## src/rtl/wb_bus_router.sv

```systemverilog
// rtl/wb_bus_router.sv - Wishbone classic-cycle router with unmapped/timeout error responses and abort handling
module wb_bus_router #(
    parameter int NUM_SLAVES     = 8,
    parameter int ADDR_WIDTH     = 16,
    parameter int DATA_WIDTH     = 8,
    parameter int SEL_BITS       = 4,
    parameter int TIMEOUT_CYCLES = 255
) (
    input  logic                             clk,
    input  logic                             rst_n,
    input  logic                             wb_stb_i,
    input  logic                             wb_cyc_i,
    input  logic                             wb_we_i,
    input  logic [ADDR_WIDTH-1:0]            wb_adr_i,
    input  logic [DATA_WIDTH-1:0]            wb_dat_i,
    output logic [DATA_WIDTH-1:0]            wb_dat_o,
    output logic                             wb_ack_o,
    output logic                             wb_err_o,
    output logic [NUM_SLAVES-1:0]            s_wb_stb_o,
    output logic [NUM_SLAVES-1:0]            s_wb_cyc_o,
    output logic                             s_wb_we_o,
    output logic [ADDR_WIDTH-SEL_BITS-1:0]   s_wb_adr_o,
    output logic [DATA_WIDTH-1:0]            s_wb_dat_o,
    input  logic [NUM_SLAVES*DATA_WIDTH-1:0] s_wb_dat_i,
    input  logic [NUM_SLAVES-1:0]            s_wb_ack_i,
    output logic [7:0]                       err_count
);
    localparam int LOC_W = ADDR_WIDTH - SEL_BITS;
    localparam int CNT_W = $clog2(TIMEOUT_CYCLES);
    localparam logic [CNT_W-1:0] CNT_LAST = CNT_W'(TIMEOUT_CYCLES - 1);

    typedef enum logic [1:0] {S_IDLE, S_ACTIVE, S_RESPOND, S_HOLD} state_t;

    state_t                  state_q, state_d;
    logic [NUM_SLAVES-1:0]   sel_q, sel_d;
    logic                    we_q, we_d;
    logic [LOC_W-1:0]        adr_q, adr_d;
    logic [DATA_WIDTH-1:0]   wdat_q, wdat_d;
    logic [DATA_WIDTH-1:0]   rdat_q, rdat_d;
    logic                    err_q, err_d;
    logic [CNT_W-1:0]        cnt_q, cnt_d;
    logic [7:0]              err_cnt_q, err_cnt_d;

    logic [SEL_BITS-1:0]     idx;
    logic                    ack_sel;
    logic [DATA_WIDTH-1:0]   slv_rdata;

    assign idx     = wb_adr_i[ADDR_WIDTH-1 -: SEL_BITS];
    assign ack_sel = |(s_wb_ack_i & sel_q);

    always_comb begin
        slv_rdata = '0;
        for (int k = 0; k < NUM_SLAVES; k++) begin
            if (sel_q[k]) begin
                slv_rdata = slv_rdata | s_wb_dat_i[k*DATA_WIDTH +: DATA_WIDTH];
            end
        end
    end

    always_comb begin
        state_d   = state_q;
        sel_d     = sel_q;
        we_d      = we_q;
        adr_d     = adr_q;
        wdat_d    = wdat_q;
        rdat_d    = rdat_q;
        err_d     = err_q;
        cnt_d     = cnt_q;
        err_cnt_d = err_cnt_q;
        case (state_q)
            S_IDLE: begin
                if (wb_cyc_i && wb_stb_i) begin
                    we_d   = wb_we_i;
                    adr_d  = wb_adr_i[LOC_W-1:0];
                    wdat_d = wb_dat_i;
                    if (32'(idx) < NUM_SLAVES) begin
                        for (int k = 0; k < NUM_SLAVES; k++) begin
                            sel_d[k] = (32'(idx) == k);
                        end
                        cnt_d   = '0;
                        state_d = S_ACTIVE;
                    end else begin
                        err_d   = 1'b1;
                        rdat_d  = '0;
                        state_d = S_RESPOND;
                        if (err_cnt_q != 8'hFF) err_cnt_d = err_cnt_q + 8'd1;
                    end
                end
            end
            S_ACTIVE: begin
                // A master abort beats any ack in the same cycle: no response is owed.
                if (!wb_cyc_i) begin
                    sel_d   = '0;
                    state_d = S_IDLE;
                end else if (ack_sel) begin
                    sel_d   = '0;
                    err_d   = 1'b0;
                    rdat_d  = we_q ? '0 : slv_rdata;
                    state_d = S_RESPOND;
                end else if (cnt_q == CNT_LAST) begin
                    sel_d   = '0;
                    err_d   = 1'b1;
                    rdat_d  = '0;
                    state_d = S_RESPOND;
                    if (err_cnt_q != 8'hFF) err_cnt_d = err_cnt_q + 8'd1;
                end else begin
                    cnt_d = cnt_q + CNT_W'(1);
                end
            end
            // HOLD lets the master's trailing stb drain before IDLE samples again.
            S_RESPOND: state_d = S_HOLD;
            default:   state_d = S_IDLE;
        endcase
    end

    always_ff @(posedge clk) begin
        if (!rst_n) begin
            state_q   <= S_IDLE;
            sel_q     <= '0;
            we_q      <= 1'b0;
            adr_q     <= '0;
            wdat_q    <= '0;
            rdat_q    <= '0;
            err_q     <= 1'b0;
            cnt_q     <= '0;
            err_cnt_q <= '0;
        end else begin
            state_q   <= state_d;
            sel_q     <= sel_d;
            we_q      <= we_d;
            adr_q     <= adr_d;
            wdat_q    <= wdat_d;
            rdat_q    <= rdat_d;
            err_q     <= err_d;
            cnt_q     <= cnt_d;
            err_cnt_q <= err_cnt_d;
        end
    end

    assign wb_ack_o   = (state_q == S_RESPOND) && !err_q;
    assign wb_err_o   = (state_q == S_RESPOND) && err_q;
    assign wb_dat_o   = rdat_q;
    assign s_wb_stb_o = sel_q;
    assign s_wb_cyc_o = sel_q;
    assign s_wb_we_o  = we_q;
    assign s_wb_adr_o = adr_q;
    assign s_wb_dat_o = wdat_q;
    assign err_count  = err_cnt_q;
endmodule
```

## config.mk

```make
export PLATFORM = sky130hd
export DESIGN_NAME = wb_bus_router
export DESIGN_NICKNAME = d
export VERILOG_FILES = /design/src/rtl/wb_bus_router.sv
export SDC_FILE = /design/constraint.sdc
export NUM_CORES = 1
export LEC_CHECK = 0
export CAP_MARGIN = 0
export CORE_UTILIZATION = 39
export DETAILED_ROUTE_END_ITERATION = 10
export PLACE_DENSITY = 0.81
export SLEW_MARGIN = 0
export SYNTH_ARGS = -nofsm -noshare
export SYNTH_HDL_FRONTEND = slang
export SYNTH_SLANG_ARGS = --single-unit
```

## constraint.sdc

```tcl
create_clock -name clk -period 2.8 [get_ports clk]
set_input_delay 0.42 -clock clk [delete_from_list [all_inputs] [get_ports clk]]
set_output_delay 0.42 -clock clk [all_outputs]
set_load 0.1 [all_outputs]
```

* Yosys cells after proc, flatten, opt, wreduce, memory -nomap -nowiden
Index checks and enable logic that the tools add are counted.
Word-level totals: bits in registers 56, bits of input ports 101, output and inout port bits 55
Operators by class: add/sub/neg operators 2, magnitude comparators 1, equality and inequality tests 20, mux-type cells 45, bitwise operators 8, reduce and logical (&&, ||, !) cells 14
Operators by type and width (count):
- $mux W8 | 29
- $pmux W8 S2 | 4
- $or A8 B8 Y8 | 7
- $add A8 B1 Y8 const B | 2
- $eq A4 B3 Y1 const B | 4
- $ne A2 B2 Y1 const B | 7
- $reduce_and A6 Y1 | 2
- $mux W2 | 5
- $and A8 B8 Y8 | 1
- $eq A4 B2 Y1 const B | 2
- $eq A8 B8 Y1 const B | 1
- $ne A8 B8 Y1 const B | 1
- $reduce_or A8 Y1 | 1
- $pmux W2 S3 | 1
- $mux W1 | 5
- $reduce_and A5 Y1 | 1
- $eq A4 B1 Y1 const B | 1
- $logic_not A4 Y1 | 1
- $lt A4 B4 Y1 const B | 1
- $ne A4 B4 Y1 const B | 1
- $reduce_and A2 Y1 | 2
- $reduce_and A4 Y1 | 1
- $logic_and A1 B1 Y1 | 3
- $ne A3 B3 Y1 const B | 1
- 6 further kinds | 6

* Depth between registers and ports, before layout
depth after elaboration 19, depth in mapped cells 7

* Least setup slack after synthesis
No wires, ideal clock.
path type reg2reg, start point register err_cnt_q[0], in the netlist err_count[0], end point register err_cnt_q[5], in the netlist err_count[5], library setup time 70 ps, arrival time 2439 ps, slack 290 ps, cell stages (with the launch flop) 7, buffers on the path 0, cells stage by stage dfxtp_1 ha_1 and3_1 a211o_1 a211o_1 or4_1 a21oi_1
Between the ends: longest elaborated chain between the ends 6
Ends and longest elaborated chain:
- start, declared | line 42 | logic [7:0] err_cnt_q, err_cnt_d;
- start signal, assigned | line 136 | err_cnt_q <= err_cnt_d;
- $add A8 B1 Y8 or $ne A8 B8 Y1 (tied branches) | line 86, 105
- $mux W8 * | line 86, 105
- $mux W8 | line 100 | end else if (cnt_q == CNT_LAST) begin
- $mux W8 | line 95 | end else if (ack_sel) begin
- $mux W8 | line 92 | if (!wb_cyc_i) begin
- $pmux W8 S2 * | line 70 | case (state_q)
Every way passes the cells marked *; elsewhere a longest branch is shown, timed or not. The select of a mux whose other input is x is not followed. A chain may end at the register's enable or synchronous reset.

* Worst setup path after layout
start point input port wb_adr_i[15], end point register err_cnt_q[5], in the netlist err_count[5]
Between the ends: longest elaborated chain between the ends 3
Ends and longest elaborated chain:
- start, declared | line 14 | input logic [ADDR_WIDTH-1:0] wb_adr_i,
- $lt A4 B4 Y1 | line 76 | if (32'(idx) < NUM_SLAVES) begin
- $ne A2 B2 Y1 (no source line)
- $reduce_and A6 Y1 (no source line)
No other way between the ends.

==> results.toml <==
[outcome]
status = "complete, no violations"

[timing]
rsz0062_at_grt = "false"
final_max_slew_viol_count = 0
fmax_mhz = 466
fin_crit_ns = 2.15
period_share_pct = 76.7
fin_setup_tns_ns = 0
setup_viol = 0
slew_headroom_pct = 41.2
tightest_slew_ns = 0.875
hold_violations = 0
fin_skew_ns = 0.00888

[cts]
cts_setup_buffers = 0
cts_tree = "done"
clock-root-buffer = "clkbuf_8"
clk_pin_slew_worst_paths_ns = 0.10
cts_max_path_buffers = 2
cts_hold_buffers = 0
clock_latency_ns = 0.31
numCtsBuffers = 5
cts.sink_count = 56
cts-resized-gates = 0
htree_levels = 2

[setup_path]
reg2reg_from = "err_count[0]"
reg2reg_depth = 6
r2r_slack_ns = 0.66
crit_family = "compound AO/OA/AOI/OAI gates"
crit_type = "input port to register"
start_kind = "input port"
critical_path_buf_inv_count = 1
cp_cell_sequence = "clkdlybuf4s50_1 > a21oi_1 > a211o_1 > a211o_1 > or4_1 > a21oi_1"
critPathCaptureType = "register"
reg2reg_to = "err_count[5]"
crit_required_ns = 3.04
crit_slowest_cell = "clkdlybuf4s50_1"
arrival_ns = 2.39
slowest_delay_ns = 0.61
path_max_fanout = 9

[floorplan]
initial_core_util_pct = 40.8
die_w_um = 86.5
io-pin-count = 156
core_area_mm2 = 0.00683
std_cell_rows = 30
dieArea_mm2 = 0.00749
chipHeight_um = 86.5

[route]
drc = 0
routed_via_density = 5.34
wl_mm = 8.72
drt_first_pass_iters = 4
via_count = 3039
post_drt_wl_per_cell_um = 15.3
ant_nets = 0
drt-initial-drc-count = 120

[logic_synthesis]
synth_nets = 433
synth-simple-area-share_pct = 21.7
yosysWarnings = 0
syn_avg_cell_area_um2 = 8.47
synthAdderAreaFrac_pct = 1.35
ys_seq_area_share_pct = 40.2
synthMuxAreaShare_pct = 1.08
ys_types = 43
synth_edf_count = 0
synth_compound_area_share_pct = 28.6
synth_xor_xnor_area_share_pct = 0.314
ys.flop_type = "dfxtp_1"
ys_ff_latch = 56
netlist_area_mm2 = 0.00279
async_reset_ff_share_pct = 0
synth_top_family_by_area = "compound AO/OA/AOI/OAI gates"
postSynthCellCount = 329

[pwr]
ir_drop_uv = 360
leakagePower_nw = 1.71
powerDensity_mw_per_mm2 = 460

[final_layout]
drive_gt1_share_pct = 17.3
n_antenna_cell = 0
final_nets = 577
area_growth_pct = 57.0
stdcell_count = 569

[global_routing]
grt_pass1_vias = 2868
track_usage_pct = 22.7
grt_overflow_total = 0
grt_max_degree = 33
grt_pass1_wl_mm = 13.5
antenna_found_initial = 0

[run]
drv_cap = 0

[place]
dp.cells = 562
portBuffers = 155
place_congestion = 0.816
place_hpwl_mm = 6.71

[min_path]
hold_start = "s_wb_adr_o[7]"
holdPathStages = 2
whs_endpoint = "s_wb_adr_o[7]"
hold_class = "register to register"
-- worst max-delay path by stage --
stage,start,endpoint,slack (ns),cells after the start
after floorplan,err_count[0],err_count[5],0.29,6
after global placement,s_wb_ack_i[0],cnt_q[7],0.37,6
after detailed placement,s_wb_ack_i[2],cnt_q[5],0.34,6
after CTS,s_wb_cyc_o[3],wb_dat_o[5],0.65,5
after global routing,err_count[0],err_count[7],0.55,6
final,wb_adr_i[15],err_count[5],0.65,6
-- cell usage in the layout (no fill, tap or decap), drive strengths merged, types with 3 or more instances in the layout --
| master | synthesis | final |
|---|---|---|
| ha | 3 | 3 |
| or3 | 8 | 8 |
| nor3 | 4 | 4 |
| a22o | 8 | 8 |
| nand2b | 5 | 5 |
| clkbuf | 10 | 5 |
| a22oi | 36 | 36 |
| nor2 | 6 | 6 |
| nand4 | 12 | 12 |
| nand2 | 57 | 57 |
| or4 | 5 | 5 |
| nand3 | 15 | 15 |
| o21ai | 10 | 10 |
| clkdlybuf4s50 | 0 | 100 |
| mux2i | 3 | 3 |
| dfxtp | 56 | 56 |
| a21oi | 35 | 35 |
| buf | 19 | 66 |
| inv | 7 | 7 |
| o31ai | 8 | 8 |
-- layer usage --
layer  routed length [um]  vias to the layer above  GRT usage, %
met5                    0                        -             0
met4                  114                        0          5.45
met3                  795                       10          7.62
met2                 4170                      135          39.3
met1                 3640                     1386          27.0
li1                     -                     1508             -
-- stage by stage --
stage	setup slack, ns	power [mW]	utilization (%)	instance area, um^2	hold WS, ns
floorplan	0.290	1.19	-	2790	0.443
global placement	0.371	1.41	62.2	4250	0.442
detailed placement	0.339	1.42	62.2	4250	0.448
CTS	0.653	2.02	64.0	4380	0.463
global route	0.547	2.09	64.0	4380	0.480
finish	0.653	2.01	64.0	4380	0.458
-- tightest hold or removal path: cells and delay by family, from the launching register on --
| kind | cells | cell delay (ns) |
|---|---|---|
| flip-flops | 1 | 0.32 |
| AND/OR/NAND/NOR | 1 | 0.05 |
| AO/OA/AOI/OAI | 1 | 0.05 |
-- cell type report --
class | instances | area, um^2
repair buffers | 166 | 1500
well taps | 96 | 120
multi-input cells | 237 | 1480
inverters | 7 | 26.3
clock buffers | 5 | 68.8
clock inverters | 2 | 60.1
flip-flops and latches | 56 | 1120
fillers | 582 | 2460
-- power by group --
part / internal (mW) / switching (mW)
sequential: 0.825 / 0.0266
clock: 0.352 / 0.260
combinational: 0.216 / 0.335
-- synthesized netlist by cell type, drive strengths merged (3+ instances only) --
library cell / count / area share, %
a21oi: 35 / 6.3
a22o: 8 / 2.5
a22oi: 36 / 11
buf: 19 / 4.4
clkbuf: 10 / 1.3
dfxtp: 56 / 40
ha: 3 / 1.3
inv: 7 / 0.94
mux2i: 3 / 1.1
nand2: 57 / 7.7
nand2b: 5 / 1.1
nand3: 15 / 2.7
nand4: 12 / 3.2
nor2: 6 / 0.81
nor3: 4 / 0.72
o21ai: 10 / 1.8
o31ai: 8 / 2.2
or3: 8 / 1.8
or4: 5 / 1.3
-- cells by family (layout without fill, tap and decap cells) --
logic type | count (synthesis) | in the layout
fa+ha+maj | 3 | 3
xor+xnor | 1 | 1
simple gates | 121 | 121
mux | 3 | 3
buf+inv | 36 | 180
flops | 56 | 56
compound gates | 109 | 109
-- sequential cells by signal (all words and copies together) (netlist names) --
signal / count
s_wb_cyc_o: 8
s_wb_adr_o: 12
err_q: 1
cnt_q: 8
err_count: 8
state_q: 2
wb_dat_o: 8
s_wb_we_o: 1
s_wb_dat_o: 8
Power figures use the tool's default switching activity.
